### src/rtl/bcd_tick_counter.sv
// Prescaled single-digit up/down counter with registered active-low 7-segment outputs.
// Define HEX_MODE_EN for modulus-16 (0..F) counting; the default is decimal (0..9).
module bcd_tick_counter #(
  parameter int unsigned CLK_DIV = 100_000_000,
  parameter int unsigned DIV_W   = 27
) (
  input  logic       clk,
  input  logic       rst_n,
  input  logic       en,
  input  logic       up,
  input  logic       load,
  input  logic [3:0] load_val,
  output logic [3:0] digit,
  output logic       tick,
  output logic       wrap,
  output logic       a,
  output logic       b,
  output logic       c,
  output logic       d,
  output logic       e,
  output logic       f,
  output logic       g
);

  localparam logic [DIV_W-1:0] PRESC_LAST = DIV_W'(CLK_DIV - 1);
  localparam logic [6:0]       SEG_ZERO   = 7'b0000001;

`ifdef HEX_MODE_EN
  localparam logic [3:0] MAX = 4'hF;
`else
  localparam logic [3:0] MAX = 4'd9;
`endif

  logic [DIV_W-1:0] presc_q, presc_d;
  logic [3:0]       digit_q, digit_d;
  logic             wrap_q, wrap_d;
  logic [6:0]       seg_q, seg_d;
  logic [3:0]       load_fix;

  function automatic logic [6:0] seg_decode(input logic [3:0] v);
    logic [6:0] s;
    case (v)
      4'h0:    s = 7'b0000001;
      4'h1:    s = 7'b1001111;
      4'h2:    s = 7'b0010010;
      4'h3:    s = 7'b0000110;
      4'h4:    s = 7'b1001100;
      4'h5:    s = 7'b0100100;
      4'h6:    s = 7'b0100000;
      4'h7:    s = 7'b0001111;
      4'h8:    s = 7'b0000000;
      4'h9:    s = 7'b0000100;
`ifdef HEX_MODE_EN
      4'hA:    s = 7'b0001000;
      4'hB:    s = 7'b1100000;
      4'hC:    s = 7'b0110001;
      4'hD:    s = 7'b1000010;
      4'hE:    s = 7'b0110000;
      4'hF:    s = 7'b0111000;
`endif
      default: s = 7'b1111111;
    endcase
    return s;
  endfunction

  always_comb begin
`ifdef HEX_MODE_EN
    load_fix = load_val;
`else
    load_fix = (load_val > 4'd9) ? 4'd0 : load_val;
`endif
  end

  assign tick = en & (presc_q == PRESC_LAST);

  // Load wins over both the prescaler and the tick; wrap only follows a real tick.
  always_comb begin
    presc_d = presc_q;
    digit_d = digit_q;
    wrap_d  = 1'b0;
    if (load) begin
      presc_d = '0;
      digit_d = load_fix;
    end else if (en) begin
      presc_d = tick ? '0 : presc_q + 1'b1;
      if (tick) begin
        if (up) begin
          if (digit_q == MAX) begin
            digit_d = '0;
            wrap_d  = 1'b1;
          end else begin
            digit_d = digit_q + 4'd1;
          end
        end else begin
          if (digit_q == 4'd0) begin
            digit_d = MAX;
            wrap_d  = 1'b1;
          end else begin
            digit_d = digit_q - 4'd1;
          end
        end
      end
    end
  end

  assign seg_d = seg_decode(digit_q);

  always_ff @(posedge clk or negedge rst_n) begin
    if (!rst_n) begin
      presc_q <= '0;
      digit_q <= '0;
      wrap_q  <= 1'b0;
      seg_q   <= SEG_ZERO;
    end else begin
      presc_q <= presc_d;
      digit_q <= digit_d;
      wrap_q  <= wrap_d;
      seg_q   <= seg_d;
    end
  end

  assign digit = digit_q;
  assign wrap  = wrap_q;
  assign {a, b, c, d, e, f, g} = seg_q;

endmodule

### config.mk
export PLATFORM = sky130hd
export DESIGN_NAME = bcd_tick_counter
export DESIGN_NICKNAME = d
export VERILOG_FILES = /design/src/rtl/bcd_tick_counter.sv
export SDC_FILE = /design/constraint.sdc
export NUM_CORES = 1
export LEC_CHECK = 0
export ABC_AREA = 1
export CORE_ASPECT_RATIO = 1.25
export CORE_MARGIN = 2
export CORE_UTILIZATION = 50
export DETAILED_ROUTE_END_ITERATION = 10
export PLACE_DENSITY = 0.82
export SYNTH_ARGS = -nofsm -noshare
export SYNTH_HDL_FRONTEND = slang
export SYNTH_SLANG_ARGS = --single-unit
### constraint.sdc
create_clock -name clk -period 1.45 [get_ports clk]
set_input_delay 0.29 -clock clk [delete_from_list [all_inputs] [get_ports clk]]
set_output_delay 0.29 -clock clk [all_outputs]
set_load 0.01 [all_outputs]
==> run summary, run 1 <==
The run finished, with violations left. The final reports fail on setup timing. The headroom to the max-slew limit was 68.9%; the leakage power total was 1.91 nW. In the layout the commonest cells are nand2_1 (81), buf_4 (70), inv_1 (37). After clock tree synthesis, the clock-pin slew on the worst setup and hold paths is 90 ps. The area overhead of the layout relative to synthesis is 57.2%, and the first-pass GRT wire length is 12900 um. The logs give 15.0 ps for the clock tree skew after final layout and 0 for the number of DRC violations after detailed routing. In this run, CTS created clock tree buffers numbering 5. Broken down by cell family, the worst path's largest delay share belongs to simple AND/OR/NAND/NOR gates.

Summing the areas of all compound-gate instances in the mapped netlist gives 5.37% of the synthesized area. The first detailed-routing pass took 9 iterations. By area, the combinational part of the netlist is dominated by simple AND/OR/NAND/NOR gates. The region available for standard cell placement spans 4730 sq um. CTS saw 39 sinks.

Number of global-route vias before repair: 2756. Across the run, the number of max-cap violations was 0. Of the synthesized area, sequential elements account for 39.9%.

The average footprint of a synthesized cell works out to 7.16 sq um. Synthesis instantiated 34 different standard cells from the library. The logs give 340 for the initial DRC count and 1090 um for the wire length on met3. The depth of the worst register-to-register path is 8. Once layout is complete, the utilization of the core stands at 81.3%.

Across all layers, the routed design uses 3138 vias. The die is 82.2 um tall. The tools report the origin of the critical flop-to-flop path as presc_q[0]. The repair_antennas step left the layout with diodes totalling 0. Walking the worst path, the cells encountered are inv_1 > nand2_1 > nor2_1 > nand2_1 > nor2_2 > nand2_4 > inv_2 > buf_6. The congestion estimate from routability-driven global placement came to 0.900. Counting both buffers and inverters, the worst setup path holds a total of 3. Once detail routing completed, the nets flagged for antenna violations numbered 0.

TritonCTS built the clock tree. The category of the critical setup timing path is reg -> out. Counting every instance in the synthesized netlist gives 342. Before CTS, the worst setup slack after placement is -614 ps. The die is 66.6 um wide. Summing the areas of all and, or, nand and nor instances in the mapped netlist gives 40.4% of the synthesized area.

Setup repair after global routing could not meet its margin everywhere. The synthesized design contains 39 register bits. For this configuration, the core starts out at a cell density of 51.7%.

The floorplan has 28 rows. The number of synthesis warnings was 0. The critical path's most frequent cell is nand2_1.

In this run the cell area of the synthesized design comes to 2450 sq um. For this run, the post-layout net count is 467. The mux share of post-synthesis cell area is 0%, and the post-detailed-route wirelength per cell is 21.1 um.

The clock reaches the later pin of the worst-skew pair after 310 ps. The tools report the endpoint type of the worst setup path as a primary output. The tools report the summed negative setup slack over all endpoints as -9750 ps. The tools report the library cell used as clock root buffer as clkbuf_8. The tools report the die footprint as 5470 sq um. The share of final-layout standard cells stronger than drive strength 1 came out at 40.8%. The synthesized-area fraction occupied by adder cells is 3.07%, and the area share of xor/xnor cells in the synthesized design is 2.51%.

Port buffering added 21 buffers. In the final routing, the length of wire on met1 measures 3450 um. The final-report max-slew violation count is 0. The slowest cell on the critical path was dfrtp_1.

The pin count of the biggest net entering global routing was 28. Static timing analysis puts the maximum clock frequency at 529 MHz. Data arrives at the worst endpoint at 1600 ps. The most common cell after layout, fill and taps aside was nand2_1. The final worst slack was -442 ps. In this run the worst path has a maximum fanout of 2. The final cycle utilization of the critical path is 130%, and the global router's overall resource usage is 31.5%.

The highest metal layer carrying signal wires in the routed design is met4. Summed over all nets, wire length on met2 after detailed routing comes to 5260 um. In this run the register-to-register setup slack is -380 ps. The initial antenna violation count was 0.

The remaining global-route overflow is 0. The startpoint type of the worst setup path is a flop. The run gives 3.32 mW as the total power draw. The tightest min-delay check is of the in -> async type. The routed design could run at a clock period as short as 1890 ps.

The tools report the number of endpoints with negative hold slack in the final report as 0. Counting along the longest clock path gives a buffer depth of 2. The actual transition at the worst max-transition pin was 466 ps; the post-synth net total was 357.

In this run the number of H-tree levels came out at 2. Data on the critical path is required at its endpoint by 1160 ps. For this run, the slowest stage of the critical path takes 410 ps. The total I/O pin count is 22, and the count of final setup violators is 33. For the peak supply drop, the log shows 0.742 mV. The placed wire-length estimate is 4870 um, and the number of vias per cell is 6.12. In this run the power density over the cells is 863 nW/um^2.

Final hold analysis gives a worst-case slack of 466 ps. For this block, the routed nets add up to 10800 um of wire. The worst reg2reg path endpoint is presc_q[12].
Yosys cell counts, drive strengths merged:
cell / instances / area, sq um
buf: 5 / 33.8
o211ai: 1 / 7.51
dfrtp: 38 / 951
o22ai: 1 / 6.26
nand4: 8 / 50.1
o311ai: 1 / 8.76
ha: 6 / 75.1
dfstp: 1 / 26.3
a21oi: 8 / 40.0
nand3: 22 / 115
nand2: 108 / 449
clkinv: 1 / 3.75
inv: 46 / 175
nor2: 61 / 282
o21ai: 13 / 68.8
xor2: 5 / 43.8
nand3b: 1 / 7.51
nor3: 11 / 66.3
xnor2: 2 / 17.5
nor3b: 1 / 7.51
and3: 2 / 12.5
kinds of logic after synthesis:
logic type	Yosys count
buf+inv	52
flops	39
fa+ha+maj	6
compound gates	24
simple gates	214
xor+xnor	7
metrics by stage:
step                cells  cell area [sq um]
floorplan             342               2450
global placement      483               3220
detailed placement    483               3220
CTS                   507               3540
global route          513               3850
finish                513               3850
metal layers:
layer	GRT usage [%]	vias up
met4	14.7	0
met1	36.6	1409
li1	-	1287
met2	55.7	327
met5	0	-
met3	6.10	115
flip-flops by register name (all words and copies together), names as in the netlist:
signal,cells
presc_q,27
digit,4
wrap,1
seg_q,7
worst max path at each step:
stage | start | endpoint | slack [ps] | cells past startpoint
2_1_floorplan | presc_q[1] | presc_q[18] | 20 | 11
5_1_grt | presc_q[10] | tick | -460 | 8
3_3_place_gp | en | tick | -570 | 8
3_5_place_dp | en | tick | -610 | 8
4_1_cts | presc_q[9] | tick | -220 | 8
6_report | presc_q[10] | tick | -440 | 8
power by group:
group          leakage [nW]  switching [mW]  internal [mW]
sequential            0.520          0.0737           1.20
clock                0.0654           0.424          0.689
combinational          1.33           0.544          0.384
total                  1.91            1.04           2.28
cell type report:
cell class / instances / area, sq um
clock inverters: 2 / 60.1
repair buffers: 107 / 950
fillers: 246 / 883
repair inverters: 1 / 11.3
flip-flops and latches: 39 / 982
well taps: 60 / 75.1
clock buffers: 6 / 72.6
multi-input cells: 251 / 1500
inverters: 47 / 191
repair_timing:
item                                    in CTS  in global routing
endpoints found under the setup margin      40                 39
buffers inserted                            16                  8
gates resized for setup                     42                 67
hold buffers                                 1                  0
pin swaps                                   13                 29
gates cloned                                 1                  1
hold endpoints to repair                    12                  0
Note: power is estimated with default switching activity, not from simulation.
==> run 2, diff against run 1 <==
PLACE_DENSITY = 0.72   (was 0.82)
==> run 2 against run 1 <==
  * The run still ends with setup timing left
  * Hold slack worse by 43 ps
  * Count of clock-buffer cells in the layout grew 1
  * First-iteration DRC count shrank 35%
  * Sequential cell count unchanged
  * Final area down 7.1%
  * Clock power shrank 28%
  * Sequential share of layout area grew 1.9 points
  * Total power shrank 13%
  * Combinational power is 8.8% lower
  * Global-route usage shrank 4.0 points
  * Clock skew decreased by 4.8 ps
  * Highest routed layer unchanged
  * Worst setup slack gained 120 ps
==> run summary, run 2 (synthesis gave the netlist of run 1 again) <==
The total I/O pin count was 22 (unchanged). The endpoint type of the worst setup path is a primary output (unchanged). The tools report the design area as 3570 sq um (was 3850 sq um). Count of final setup violators: 32 (was 33). Floorplan die height: 82.2 um (unchanged). The number of vias per cell came out at 5.40 (was 6.12). The class of the most critical hold timing path is in -> async (unchanged). The total number of vias came out at 2723 (was 3138). The run gives 0 (unchanged) as the number of DRC violations after detailed routing.

The tools report the startpoint type of the worst setup path as a flop (unchanged). The CTS buffer count was 5 (unchanged). The depth of the worst register-to-register path is 11 (was 8), and the floorplan core area is 4730 sq um (unchanged). The number of maximum-capacitance constraint violations was 0 (unchanged). The die footprint is 5470 sq um (unchanged). The number of global-route vias before repair is 2522 (was 2756), and the post-detailed-route wirelength per cell is 15.4 um (was 21.1 um).

The tools report the placed wire-length estimate as 4720 um (was 4870 um). TritonCTS built the clock tree. The timing-limited maximum frequency was 563 MHz (was 529 MHz). The tools report the number of rows created at floorplan as 28 (unchanged). The share of final-layout standard cells stronger than drive strength 1 came out at 33.6% (was 40.8%).

The headroom to the max-slew limit is 76.0% (was 68.9%). The run gives 2 (unchanged) as the maximum level of the CTS H-tree. The maximum net fanout on the critical path is 2 (unchanged).

The logs give 3190 sq um (was 3220 sq um) for the post-place instance area and 0 (unchanged) for the final-report max-slew violation count. The worst reg2reg path endpoint was presc_q[24] (was presc_q[12]). The number of flip-flops in the largest register is 27 (unchanged). Actual transition at the worst max-transition pin: 359 ps (was 466 ps).

The x dimension of the die works out to 66.6 um (unchanged). Failing checks: setup timing (unchanged). The net total in the final layout is 458 (was 467), and the number of nets with antenna violations after detailed routing is 0 (unchanged). The run gives 2 (unchanged) as the maximum count of clock buffers along a single path.

The run gives 17 (was 28) as the pin count of the biggest net entering global routing. The category of the critical setup timing path is reg -> out (unchanged). The final critical-path required period works out to 1780 ps (was 1890 ps). The tools report the arrival time of data at the critical path endpoint as 1490 ps (was 1600 ps).

The share of the core filled with cells in the final layout came out at 75.6% (was 81.3%). The most common cell after layout, fill and taps aside was nand2_1 (unchanged). The critical path required time came out at 1160 ps (about the same). The flow ran to the end, but the final reports show violations.

The total inserted antenna cells was 0 (unchanged). The total clock sinks was 39 (unchanged). The clock slew seen by the registers of the worst setup and hold paths was 90 ps (about the same); the leakage power total was 1.80 nW (was 1.91 nW). The total power per unit cell area works out to 812 nW/um^2 (was 863 nW/um^2). The logs give 0.917 (was 0.900) for the routability congestion estimate from global placement and 0 (unchanged) for the number of endpoints with negative hold slack in the final report. Register ranked first by flip-flop count: presc_q (unchanged).

The origin of the critical flop-to-flop path is presc_q[4] (was presc_q[0]). Setup repair after global routing could not meet its margin everywhere. For the first-pass iteration count of the detailed router, the log shows 5 (was 9).

Area overhead of the layout relative to synthesis: 46.0% (was 57.2%). The number of non-filler instances in the completed layout is 504 (was 513). The library cell used as clock root buffer was clkbuf_8 (unchanged).

The count of port buffers added during placement came out at 21 (unchanged). Most frequent cells in the layout: nand2_1 (91), buf_4 (69), nor2_1 (43) (was nand2_1 (81), buf_4 (70), inv_1 (37)). The flop-to-flop setup slack was -300 ps (was -380 ps). For the final worst slack, the log shows -326 ps (was -442 ps). The first-pass GRT wire length is 11300 um (was 12900 um), and the global router's overall resource usage is 27.6% (was 31.5%).

The clock network latency to the later pin of the worst-skew pair was 310 ps (about the same); the number of instances in the placed design was 482 (was 483). The tools report the clock tree skew after final layout as 10.2 ps (was 15.0 ps). The initial antenna violation count is 0 (unchanged). The logs give 7750 um (was 10800 um) for the total wirelength of the detailed-routed design and 0.613 mV (was 0.742 mV) for the peak supply drop. The number of filler instances in the final layout was 333 (was 246); the initial core utilization was 51.7% (unchanged).

The final cycle utilization of the critical path is 123% (was 130%). The remaining global-route overflow is 0 (unchanged), and the initial DRC count is 221 (was 340).
-- run 2: cell count changes in the layout (fill, tap and decap cells not counted), moves of 3 or more --
cell	before	now
buf_6	12	6
nand2_1	81	91
nand2_2	22	15
nand2_4	4	1
nor2_1	33	43
nor2_2	15	7
nor3_2	6	2
-- run 2: final cells by class --
type | count | area (sq um) | area share, %
Multi-Input combinational cell | 251 | 1400 | 39.1
Timing Repair inverter | 1 | 11.3 | 0.315
Sequential cell | 39 | 982 | 27.5
Clock inverter | 1 | 5.00 | 0.140
Timing Repair Buffer | 98 | 827 | 23.1
Clock buffer | 7 | 86.3 | 2.42
Tap cell | 60 | 75.1 | 2.10
Inverter | 47 | 189 | 5.29
-- run 2: worst max-delay path, cell delays in order (launching register included) --
cell     delay [ps]
dfrtp_1         370
nand2_1         120
nor2_2          230
nand2_2         120
nor2_4          150
nand2_4          60
inv_2            50
buf_6            90
-- run 2: timing repair --
item	4_1_cts	5_1_grt
endpoints found under the setup margin	40	38
setup buffers	8	5
endpoints found under the hold margin	13	0
resized for setup	49	23
pin swaps	11	12
hold buffers	1	0
cloned	1	1
-- run 2: where the power goes --
group	internal, mW	switching [mW]	total [mW]
logic	0.370	0.476	0.846
registers	1.20	0.0520	1.25
clock network	0.385	0.415	0.799
total	1.96	0.943	2.90
-- run 2: routing by layer --
metal | routed length, um | vias to the layer above | global-route usage [%]
met3 | 406 | 42 | 5.28
met1 | 3070 | 1271 | 33.2
met2 | 3950 | 124 | 47.6
met4 | 325 | 0 | 12.2
li1 | - | 1286 | -
met5 | 0 | - | 0
-- run 2: worst max path at each step --
stage | endpoint | slack [ps] | startpoint | cells past startpoint
4_1_cts | tick | -200 | presc_q[0] | 8
3_3_place_gp | tick | -580 | en | 8
2_1_floorplan | presc_q[18] | 20 | presc_q[1] | 11
3_5_place_dp | tick | -570 | en | 8
6_report | tick | -330 | presc_q[4] | 7
5_1_grt | tick | -410 | presc_q[4] | 7
-- run 2: per-stage QoR --
stage	hold slack, ps	worst slack [ps]	total power, mW	TNS (ps)
2_1_floorplan	-5.59	24.5	1.64	0
3_3_place_gp	217	-578	2.02	-8780
3_5_place_dp	219	-573	2.04	-9480
4_1_cts	434	-201	2.83	-4310
5_1_grt	459	-412	3.04	-8930
6_report	423	-326	2.90	-6380
